## src/rtl/inv_lift_pkg.sv

```systemverilog
// Shared types and defaults for the inverse 5/3 lifting row engine.
package inv_lift_pkg;

  localparam int unsigned DEF_W_IN      = 9;
  localparam int unsigned DEF_W_OUT     = 8;
  localparam int unsigned DEF_ROW_LEN   = 256;
  localparam int unsigned DEF_W_INT     = DEF_W_IN + 2;
  localparam int unsigned DEF_DC_OFFSET = 1 << (DEF_W_OUT - 1);
  localparam int unsigned DEF_PIX_MAX   = (1 << DEF_W_OUT) - 1;

  typedef enum logic {RUN = 1'b0, FLUSH = 1'b1} state_e;
  typedef enum logic {PAR_S = 1'b0, PAR_D = 1'b1} par_e;

  // DC level-shift offset for a given unsigned pixel width
  function automatic int unsigned dc_offset(input int unsigned w_out);
    return 32'd1 << (w_out - 1);
  endfunction

endpackage

```

## src/rtl/inv_lift_fifo2.sv

```systemverilog
// Two-entry in-order queue: up to two pushes and one pop per cycle, head held in a register.
module inv_lift_fifo2 #(
  parameter int unsigned W = 9
) (
  input  logic         i_clk,
  input  logic         i_rst_n,
  input  logic [1:0]   i_push_n,
  input  logic [W-1:0] i_wdata0,
  input  logic [W-1:0] i_wdata1,
  input  logic         i_pop,
  output logic [W-1:0] o_head,
  output logic         o_valid,
  output logic [1:0]   o_cnt
);

  logic [W-1:0] r_mem0, r_mem1;
  logic [1:0]   r_cnt;
  logic         r_valid;
  logic [W-1:0] w_mem0_nxt, w_mem1_nxt;
  logic [1:0]   w_cnt_nxt;

  // Pop shifts the queue first, then pushes append behind whatever remains
  always_comb begin
    w_mem0_nxt = r_mem0;
    w_mem1_nxt = r_mem1;
    w_cnt_nxt  = r_cnt;
    if (i_pop && (r_cnt != 2'd0)) begin
      w_mem0_nxt = r_mem1;
      w_cnt_nxt  = r_cnt - 2'd1;
    end
    if (i_push_n != 2'd0) begin
      if (w_cnt_nxt == 2'd0) begin
        w_mem0_nxt = i_wdata0;
        w_cnt_nxt  = 2'd1;
      end else if (w_cnt_nxt == 2'd1) begin
        w_mem1_nxt = i_wdata0;
        w_cnt_nxt  = 2'd2;
      end
    end
    if ((i_push_n == 2'd2) && (w_cnt_nxt == 2'd1)) begin
      w_mem1_nxt = i_wdata1;
      w_cnt_nxt  = 2'd2;
    end
  end

  always_ff @(posedge i_clk or negedge i_rst_n) begin
    if (!i_rst_n) begin
      r_mem0  <= '0;
      r_mem1  <= '0;
      r_cnt   <= 2'd0;
      r_valid <= 1'b0;
    end else begin
      r_mem0  <= w_mem0_nxt;
      r_mem1  <= w_mem1_nxt;
      r_cnt   <= w_cnt_nxt;
      r_valid <= (w_cnt_nxt != 2'd0);
    end
  end

  assign o_head  = r_mem0;
  assign o_valid = r_valid;
  assign o_cnt   = r_cnt;

endmodule

```

## src/rtl/inv_lift_row.sv

```systemverilog
// Streaming inverse 5/3 lifting for one DWT row with symmetric extension and pixel clamping.
// Optional: define INV_LIFT_DC_SHIFT_EN to add 2^(W_OUT-1) before the clamp.
module inv_lift_row
  import inv_lift_pkg::*;
#(
  parameter int unsigned W_IN    = DEF_W_IN,
  parameter int unsigned W_OUT   = DEF_W_OUT,
  parameter int unsigned ROW_LEN = DEF_ROW_LEN
) (
  input  logic                   clk_i,
  input  logic                   rst_n_i,
  input  logic signed [W_IN-1:0] coef_i,
  input  logic                   coef_valid_i,
  output logic                   coef_ready_o,
  output logic [W_OUT-1:0]       pix_o,
  output logic                   pix_valid_o,
  input  logic                   pix_ready_i,
  output logic                   pix_last_o,
  output logic                   sat_o,
  output logic                   busy_o
);

  localparam int unsigned W_INT = W_IN + 2;
  localparam int unsigned W_EXT = W_INT + 1;
  localparam int unsigned W_ENT = W_OUT + 1;
  localparam int unsigned N     = ROW_LEN / 2;
  localparam int unsigned W_IDX = (N > 1) ? $clog2(N) : 1;
`ifdef INV_LIFT_DC_SHIFT_EN
  localparam int unsigned DC    = dc_offset(W_OUT);
`else
  localparam int unsigned DC    = 0;
`endif
  localparam logic signed [W_EXT-1:0] DC_EXT  = W_EXT'(DC);
  localparam logic signed [W_EXT-1:0] MAX_EXT = W_EXT'((1 << W_OUT) - 1);

  // Returns {clamped_flag, pixel}
  function automatic logic [W_OUT:0] clamp_pix(input logic signed [W_INT-1:0] v);
    logic signed [W_EXT-1:0] t;
    t = W_EXT'(v) + DC_EXT;
    if (t < 0)            return {1'b1, {W_OUT{1'b0}}};
    else if (t > MAX_EXT) return {1'b1, {W_OUT{1'b1}}};
    else                  return {1'b0, t[W_OUT-1:0]};
  endfunction

  state_e                   r_state, w_state_nxt;
  par_e                     r_par, w_par_nxt;
  logic [W_IDX-1:0]         r_idx, w_idx_nxt;
  logic signed [W_INT-1:0]  r_s, w_s_nxt;
  logic signed [W_INT-1:0]  r_d_prev, w_d_prev_nxt;
  logic signed [W_INT-1:0]  r_xe_prev, w_xe_prev_nxt;
  logic                     r_sat, w_sat_nxt;
  logic                     r_ready, w_ready_nxt;
  logic                     r_busy, w_busy_nxt;

  logic signed [W_INT-1:0]  w_c, w_dm1, w_xe, w_xo, w_xo_last;
  logic [W_OUT:0]           w_clamp_xe, w_clamp_xo, w_clamp_last;
  logic                     w_accept, w_pop;
  logic [1:0]               w_push_n, w_fifo_cnt, w_cnt_nxt;
  logic [W_ENT-1:0]         w_wd0, w_wd1, w_head;
  logic                     w_fifo_valid;

  // Lifting datapath; d[-1] mirrors d[0] and xe[N] mirrors xe[N-1]
  assign w_c          = W_INT'(coef_i);
  assign w_dm1        = (r_idx == '0) ? w_c : r_d_prev;
  assign w_xe         = r_s - ((w_dm1 + w_c + W_INT'(2)) >>> 2);
  assign w_xo         = r_d_prev + ((r_xe_prev + w_xe) >>> 1);
  assign w_xo_last    = r_d_prev + ((r_xe_prev + r_xe_prev) >>> 1);
  assign w_clamp_xe   = clamp_pix(w_xe);
  assign w_clamp_xo   = clamp_pix(w_xo);
  assign w_clamp_last = clamp_pix(w_xo_last);

  assign w_accept = coef_valid_i & r_ready;
  assign w_pop    = w_fifo_valid & pix_ready_i;

  always_comb begin
    w_state_nxt   = r_state;
    w_par_nxt     = r_par;
    w_idx_nxt     = r_idx;
    w_s_nxt       = r_s;
    w_d_prev_nxt  = r_d_prev;
    w_xe_prev_nxt = r_xe_prev;
    w_sat_nxt     = r_sat;
    w_push_n      = 2'd0;
    w_wd0         = '0;
    w_wd1         = '0;
    case (r_state)
      RUN: begin
        if (w_accept) begin
          if (r_par == PAR_S) begin
            w_s_nxt   = w_c;
            w_par_nxt = PAR_D;
            if (r_idx == '0) w_sat_nxt = 1'b0;
          end else begin
            w_d_prev_nxt  = w_c;
            w_xe_prev_nxt = w_xe;
            w_par_nxt     = PAR_S;
            if (r_idx == '0) begin
              w_push_n  = 2'd1;
              w_wd0     = {1'b0, w_clamp_xe[W_OUT-1:0]};
              w_sat_nxt = r_sat | w_clamp_xe[W_OUT];
            end else begin
              w_push_n  = 2'd2;
              w_wd0     = {1'b0, w_clamp_xo[W_OUT-1:0]};
              w_wd1     = {1'b0, w_clamp_xe[W_OUT-1:0]};
              w_sat_nxt = r_sat | w_clamp_xo[W_OUT] | w_clamp_xe[W_OUT];
            end
            if (r_idx == W_IDX'(N - 1)) w_state_nxt = FLUSH;
            else                        w_idx_nxt   = r_idx + W_IDX'(1);
          end
        end
      end
      FLUSH: begin
        if (w_fifo_cnt < 2'd2) begin
          w_push_n    = 2'd1;
          w_wd0       = {1'b1, w_clamp_last[W_OUT-1:0]};
          w_sat_nxt   = r_sat | w_clamp_last[W_OUT];
          w_state_nxt = RUN;
          w_idx_nxt   = '0;
        end
      end
      default: ;
    endcase
    // Registered ready/busy are computed from the post-edge state
    w_cnt_nxt   = w_fifo_cnt - {1'b0, w_pop} + w_push_n;
    w_ready_nxt = (w_state_nxt == RUN) && ((w_par_nxt == PAR_S) || (w_cnt_nxt == 2'd0));
    w_busy_nxt  = (w_par_nxt == PAR_D) || (w_idx_nxt != '0) ||
                  (w_state_nxt == FLUSH) || (w_cnt_nxt != 2'd0);
  end

  always_ff @(posedge clk_i or negedge rst_n_i) begin
    if (!rst_n_i) begin
      r_state   <= RUN;
      r_par     <= PAR_S;
      r_idx     <= '0;
      r_s       <= '0;
      r_d_prev  <= '0;
      r_xe_prev <= '0;
      r_sat     <= 1'b0;
      r_ready   <= 1'b0;
      r_busy    <= 1'b0;
    end else begin
      r_state   <= w_state_nxt;
      r_par     <= w_par_nxt;
      r_idx     <= w_idx_nxt;
      r_s       <= w_s_nxt;
      r_d_prev  <= w_d_prev_nxt;
      r_xe_prev <= w_xe_prev_nxt;
      r_sat     <= w_sat_nxt;
      r_ready   <= w_ready_nxt;
      r_busy    <= w_busy_nxt;
    end
  end

  inv_lift_fifo2 #(.W(W_ENT)) u_fifo (
    .i_clk    (clk_i),
    .i_rst_n  (rst_n_i),
    .i_push_n (w_push_n),
    .i_wdata0 (w_wd0),
    .i_wdata1 (w_wd1),
    .i_pop    (w_pop),
    .o_head   (w_head),
    .o_valid  (w_fifo_valid),
    .o_cnt    (w_fifo_cnt)
  );

  assign coef_ready_o = r_ready;
  assign pix_o        = w_head[W_OUT-1:0];
  assign pix_last_o   = w_head[W_OUT];
  assign pix_valid_o  = w_fifo_valid;
  assign sat_o        = r_sat;
  assign busy_o       = r_busy;

endmodule

```

## config.mk

```make
export PLATFORM = sky130hd
export DESIGN_NAME = inv_lift_row
export DESIGN_NICKNAME = d
export VERILOG_FILES = /design/src/rtl/inv_lift_pkg.sv /design/src/rtl/inv_lift_fifo2.sv /design/src/rtl/inv_lift_row.sv
export SDC_FILE = /design/constraint.sdc
export NUM_CORES = 1
export LEC_CHECK = 0
export ABC_AREA = 1
export CAP_MARGIN = 15
export CORE_MARGIN = 2
export CORE_UTILIZATION = 40
export DETAILED_ROUTE_END_ITERATION = 10
export MAX_ROUTING_LAYER = met4
export RECOVER_POWER = 100
export SYNTH_ARGS = -nofsm -noshare
export SYNTH_HDL_FRONTEND = slang
export SYNTH_SLANG_ARGS = --single-unit
```

## constraint.sdc

```tcl
create_clock -name clk_i -period 5.7 [get_ports clk_i]
set_clock_uncertainty 0.2 [all_clocks]
set_input_delay 1.14 -clock clk_i [delete_from_list [all_inputs] [get_ports clk_i]]
set_output_delay 1.14 -clock clk_i [all_outputs]
set_load 0.005 [all_outputs]
```

---- Word-level counts from Yosys, hierarchy flattened ----
Cells that the tools add are included.
cells by class
  add/subtract/negate cells ............... 11
  order comparisons ....................... 7
  equal/unequal tests ..................... 8
  mux-type cells .......................... 52
  bitwise logic cells ..................... 10
  reductions and logical operators ........ 21
operators with widths
  cell                                                                               count
  9-bit 2-to-1 mux                                                                   14
  8-bit 2-to-1 mux                                                                   7
  7-bit 2-to-1 mux                                                                   4
  10-bit by 10-bit adder with 11-bit output                                          2
  9-bit by 10-bit adder with 11-bit output                                           2
  11-bit by 9-bit greater-than comparator with 1-bit output (second input constant)  2
  11-bit by 1-bit < comparator with 1-bit output (second input constant)             2
  9-bit one-hot mux with 2 select lines                                              1
  2-bit 2-to-1 mux                                                                   8
  7-bit one-hot mux with 2 select lines                                              1
  1-bit 2-to-1 mux                                                                   13
  3-bit AND reduction                                                                4
  2-bit nonzero test                                                                 6
  11-bit by 3-bit adder with 11-bit output (second input constant)                   1
  11-bit by 9-bit adder with 11-bit output                                           1
  11-bit 2-to-1 mux                                                                  1
  10-bit by 9-bit greater-than comparator with 1-bit output (second input constant)  1
  10-bit by 1-bit < comparator with 1-bit output (second input constant)             1
  9-bit by 9-bit subtractor with 10-bit output                                       1
  7-bit by 1-bit adder with 7-bit output (second input constant)                     1
  7-bit equality test (second input constant)                                        1
  7-bit zero test                                                                    1
  7-bit nonzero test                                                                 1
  2-bit by 1-bit equality test with 1-bit output (second input constant)             2
  other kinds (16)                                                                   31
word-level totals
  bits in registers ....................... 61
  input port bits ......................... 13
  output and inout port bits .............. 13
  logic and storage cells ................. 122

---- Depth between registers and ports, before layout ----
Gate-level depths: netlist (run 1).
  depth in word-level cells ............... 18
  mapped depth ............................ 46
  gate-level depth less buffers ........... 45

---- Modules after synthesis ----
Synthesis (run 1) repeated with hierarchy kept, for this count alone.
unflattened totals
  cell total of the unflattened synthesis .. 810
  area, all modules ....................... 5674.2 µm²
by module, submodules not included
  module          times used  cells each  area an instance (µm²)  sequential area each (µm²)
  inv_lift_row    1           659         4449.3                  1001.0
  inv_lift_fifo2  1           151         1224.9                  525.5

---- Least setup slack after synthesis (run 1) ----
OpenSTA, ideal clock, no wires.
  kind .................................... input -> register
  start ................................... in coef_i[1]
  end ..................................... reg u_fifo.r_mem1[0]
  setup time .............................. 0.117 ns
  data arrival time ....................... 5.922 ns
  data required time ...................... 5.383 ns
  path slack .............................. -0.539 ns
  stages .................................. 37
  buffers on the path ..................... 0
  path through ............................ o21ai_0 ha_1 nor2_1 o21ai_1 fa_1 o21ai_0 a21oi_1 o21ai_0 xor2_1 ha_1 nand2_1 inv_1 nand4_1 nand3_1 nand2_1 nand2_1 inv_1 ha_1 a21oi_1 o21ai_0 a21oi_1 o21bai_1 a21oi_1 xnor2_1 ha_1 nand2_1 inv_1 a21oi_1 nand3_1 nand2_1 nand2_2 nand2_1 nand2_1 nand3_1 nand3_1 nand2_1 nand2_1
on the way
  cells in the longest elaborated chain, start to end .. 17
  elaborated cells on any way between the ends .. 26
  those cells by class .................... add/sub: 5; order compare: 4; mux: 17
ends and longest elaborated chain
  item                                                       RTL line              text
  start, declared                                            inv_lift_row.sv:12    input logic signed [W_IN-1:0] coef_i,
  11-bit 2-to-1 mux                                          inv_lift_row.sv:64    assign w_dm1 = (r_idx == '0) ? w_c : r_d_prev;
  11-bit by 9-bit adder with 11-bit output *                 inv_lift_row.sv:65    assign w_xe = r_s - ((w_dm1 + w_c + W_INT'(2)) >>> 2);
  11-bit by 3-bit adder with 11-bit output *                 inv_lift_row.sv:65
  9-bit by 9-bit subtractor with 10-bit output *             inv_lift_row.sv:65
  via w_xe[6]                                                inv_lift_row.sv:55    logic signed [W_INT-1:0] w_c, w_dm1, w_xe, w_xo, w_xo_last;
  10-bit by 10-bit adder with 11-bit output                  inv_lift_row.sv:66    assign w_xo = r_d_prev + ((r_xe_prev + w_xe) >>> 1);
  9-bit by 10-bit adder with 11-bit output                   inv_lift_row.sv:66
  11-bit by 9-bit greater-than comparator with 1-bit output  inv_lift_row.sv:41    else if (t > MAX_EXT) return {1'b1, {W_OUT{1'b1}}};
  [2 not listed]                                             -
  8-bit 2-to-1 mux                                           inv_lift_row.sv:97    if (r_idx == '0) begin
  8-bit 2-to-1 mux                                           inv_lift_row.sv:89    if (r_par == PAR_S) begin
  8-bit 2-to-1 mux                                           inv_lift_row.sv:88    if (w_accept) begin
  9-bit one-hot mux with 2 select lines                      inv_lift_row.sv:86    case (r_state)
  9-bit 2-to-1 mux                                           inv_lift_fifo2.sv:35  end else if (w_cnt_nxt == 2'd1) begin
  9-bit 2-to-1 mux                                           inv_lift_fifo2.sv:32  if (w_cnt_nxt == 2'd0) begin
  9-bit 2-to-1 mux                                           inv_lift_fifo2.sv:31  if (i_push_n != 2'd0) begin
  9-bit 2-to-1 mux *                                         inv_lift_fifo2.sv:40  if ((i_push_n == 2'd2) && (w_cnt_nxt == 2'd1)) begin
  end signal, assigned                                       inv_lift_fifo2.sv:54  r_mem1 <= w_mem1_nxt;
  end, declared                                              inv_lift_fifo2.sv:16  logic [W-1:0] r_mem0, r_mem1;
The timed path passes the listed nets; every way through them passes the cells marked *. The select of a mux whose other input is x is not followed.
A chain may end at the register's enable or synchronous reset.

---- Final worst setup path (run 1) ----
  start ................................... reg r_idx[1]
  end ..................................... reg u_fifo.r_mem1[2]
on the way
  cells in the longest elaborated chain, start to end .. 18
  elaborated cells on any way between the ends .. 40
  those cells by class .................... add/sub: 5; order compare: 4; eq/ne: 3; mux: 22; reduce/logical: 6
ends and longest elaborated chain
  item                                            RTL line              text
  start, declared                                 inv_lift_row.sv:47    logic [W_IDX-1:0] r_idx, w_idx_nxt;
  start signal, assigned                          inv_lift_row.sv:144   r_idx <= w_idx_nxt;
  7-bit zero test *                               inv_lift_row.sv:64
  11-bit 2-to-1 mux *                             inv_lift_row.sv:64
  11-bit by 9-bit adder with 11-bit output *      inv_lift_row.sv:65
  11-bit by 3-bit adder with 11-bit output *      inv_lift_row.sv:65
  9-bit by 9-bit subtractor with 10-bit output *  inv_lift_row.sv:65
  via w_xe[8]                                     inv_lift_row.sv:55
  10-bit by 10-bit adder with 11-bit output       inv_lift_row.sv:66
  9-bit by 10-bit adder with 11-bit output        inv_lift_row.sv:66
  [3 not listed]                                  -
  8-bit 2-to-1 mux                                inv_lift_row.sv:97
  8-bit 2-to-1 mux                                inv_lift_row.sv:89
  8-bit 2-to-1 mux                                inv_lift_row.sv:88
  9-bit one-hot mux with 2 select lines           inv_lift_row.sv:86
  9-bit 2-to-1 mux                                inv_lift_fifo2.sv:35
  9-bit 2-to-1 mux                                inv_lift_fifo2.sv:32
  9-bit 2-to-1 mux                                inv_lift_fifo2.sv:31
  9-bit 2-to-1 mux *                              inv_lift_fifo2.sv:40
Marked as above.

==> results.json, run 1 <==
{
  "synth.distinct_cells": 39,
  "cts_buffer_depth": 2,
  "relSlewSlack_pct": -134.8,
  "grt_usage_pct": 24.37,
  "yosys_warnings": 0,
  "worstSetupPathType": "reg2reg",
  "grt.overflow.total": 0,
  "final_cells": 1188,
  "wl_per_cell_um": 14.08,
  "avgSynthCellArea_um2": 6.906,
  "synth_area_um2": 5732,
  "die_area_um2": 15300,
  "startpoint": "r_idx[1]$_DFF_PN0_",
  "hold_viol": 0,
  "fin_crit_ns": 6.205,
  "cpMostUsedCell": "nand2_1",
  "grt_pass1_vias": 5749,
  "placed_cell_area_um2": 6969,
  "start_kind": "flop",
  "yosys-top-cells-area": "dfrtp_1 (27%), nand2_1 (17%), ha_1 (14%), inv_1 (7.0%), o21ai_0 (4.8%)",
  "final_util_pct": 57.32,
  "stdcell_area_um2": 7988,
  "fp.coreArea_um2": 13930,
  "ctsHoldBuffers": 0,
  "critical-path-slowest-cell": "fa_2",
  "slew_viol_final": 62,
  "drt-vias-per-instance": 4.965,
  "layout-drive-gt1-share_pct": 28.57,
  "arrival_ns": 6.24,
  "die_height_um": 123.7,
  "cp.required_ns": 5.73,
  "violations": "capacitance limit, slew limit, setup timing",
  "route.detailed.drc": 0,
  "setup_viol": 17,
  "start_util_pct": 41.13,
  "synth_common_cells": "nand2_1 (263), inv_1 (107), ha_1 (62), dfrtp_1 (61), o21ai_0 (55)",
  "dp_cells": 1124,
  "diodes": 0,
  "root_buffer": "clkbuf_16",
  "worst_pin_slew_ns": 3.523,
  "path_max_fanout": 5,
  "synth_top_area_cell": "dfrtp_1",
  "cap_violations": 1,
  "clock.fmax_mhz": 161.2,
  "area_growth_pct": 39.36,
  "routed_wl_um": 16730,
  "synth_cells": 830,
  "cts.sinks": 61,
  "vias": 5899,
  "cts_tree": "yes",
  "fp-row-count": 43,
  "critPathCaptureType": "flop",
  "synth_most_common_cell": "nand2_1",
  "ys_seq_area_share_pct": 26.63,
  "clk_latency_ns": 0.35,
  "io_buffers": 25,
  "dr.pass1.iters": 5,
  "ys_ff_latch": 61,
  "clk_pin_slew_ns": 0.06,
  "grt_setup_unrepaired": "true",
  "r2r_start": "r_idx[1]$_DFF_PN0_",
  "grt_max_degree": 62,
  "finalCritPeriodShare_pct": 108.9,
  "setup_tns_ns": -7.888,
  "nets": 1083,
  "antenna_found_initial": 0,
  "yosysTopAreaCellShare_pct": 26.63,
  "finalWorstSetupSlack_ns": -0.5048,
  "grt_pass1_wl_um": 27970,
  "reg2regPathDepth": 43,
  "drt_iter0_drc": 326,
  "die_w_um": 123.7,
  "postSynthNetCount": 910,
  "worstHoldPathCells": 2,
  "cts_buffers": 9,
  "holdCritStartpoint": "u_fifo.r_mem1[1]$_DFFE_PN0P_",
  "synth-edff-count": 0,
  "antenna_left": 0,
  "dpl.hpwl_um": 11710,
  "critPathMaxStageDelay_ns": 0.40,
  "synth_top_flop_cell": "dfrtp_1",
  "htreeDepth": 3,
  "routabilityCongestion": 0.9223,
  "async_flop_share_pct": 100.0,
  "ios": 26,
  "min_path_type": "reg2reg",
  "status": "complete, but fails checks"
}
-- registers in the layout, summed over array words and instances, names as in the netlist, 2 cells and up --
signal         flops
u_fifo.o_head      9
u_fifo.r_mem1      9
r_xe_prev         10
r_s                9
r_d_prev           9
r_idx              7
u_fifo.o_cnt       2
-- layer usage --
layer / GRT usage [%] / up-vias / wire length, um
li1: - / 3028 / -
met4: 8.239 / 0 / 418
met2: 40.21 / 116 / 7965
met5: - / - / 0
met1: 29.37 / 2726 / 7657
met3: 5.632 / 29 / 690
-- what timing repair did --
action	CTS	global route
cloned	1	0
buffers inserted	49	1
pin swaps	55	32
gates resized for setup	61	27
hold endpoints to repair	0	0
setup endpoints to repair	17	19
-- placed cells by master, fill, tap and decap left out, types with 11 or more instances in the layout --
cell	Yosys	layout
inv_1	107	99
nand3_1	54	44
dlygate4sd3_1	0	15
nand2_1	263	252
nor2_1	38	34
inv_2	13	21
o21ai_0	55	43
nand3_2	1	11
xor2_1	22	20
a21oi_2	1	16
a21oi_1	54	36
ha_1	62	52
dfrtp_1	61	61
nand2_2	15	23
buf_4	0	146
-- cell families (layout without fill, tap and decap cells) --
logic type	after synthesis	in the layout	share of synthesized area (%)
XOR/XNOR	32	32	4.890
AND/OR/NAND/NOR	397	398	29.60
buffers and inverters	133	310	9.212
AO/OA/AOI/OAI	131	131	12.62
adder cells (fa/ha/maj)	67	67	15.28
flip-flops	61	61	26.63
multiplexers	9	9	1.768
-- layout make-up --
cell class | instances | area, um2
Sequential cell | 61 | 1526
Multi-Input combinational cell | 637 | 4084
Fill cell | 1292 | 5947
Clock inverter | 6 | 92.59
Clock buffer | 10 | 239.0
Inverter | 121 | 456.7
Tap cell | 180 | 225.2
Timing Repair Buffer | 173 | 1364
-- critical path: cells and delay by family (launching register included) --
family          cells  cell delay [ns]
fa+ha+maj           6             1.89
simple gates       18             1.55
buf+inv            10             0.96
compound gates      7             0.95
flops               1             0.39
xor+xnor            2             0.17
-- path summary, 6_finish.rpt --
path / endpoint / slack (ns)
max: u_fifo.r_mem1[2]$_DFFE_PN0P_ / -0.50
min: u_fifo.r_mem1[1]$_DFFE_PN0P_ / 0.29
max reg2reg: u_fifo.r_mem1[2]$_DFFE_PN0P_ / -0.50
min reg2reg: u_fifo.r_mem1[1]$_DFFE_PN0P_ / 0.29
max in group asynchronous: r_idx[0]$_DFF_PN0_ / 1.43
min in group asynchronous: r_xe_prev[1]$_DFFE_PN0P_ / 1.89
-- through the flow --
| step | worst slack, ns | hold slack [ns] |
|---|---|---|
| finish | -0.5048 | 0.2866 |
| global route | -0.8893 | 0.3117 |
| CTS | -0.3589 | 0.2889 |
| detailed placement | -1.210 | 0.2733 |
| global placement | -1.203 | 0.2745 |
| floorplan | -0.1005 | 0.2530 |
Power of run 1 is not shown: default switching activity piles up to over one toggle a cycle in this logic, so the estimate is an artifact.
==> run 2, diff against run 1 <==
CTS_CLUSTER_SIZE = 30   (was not set)
GPL_TIMING_DRIVEN = 1   (was not set)
==> results of run 2 <==
No change in the layout: final DEF, timing and power equal those of run 1.
Power of run 2 is left out for the same reason.
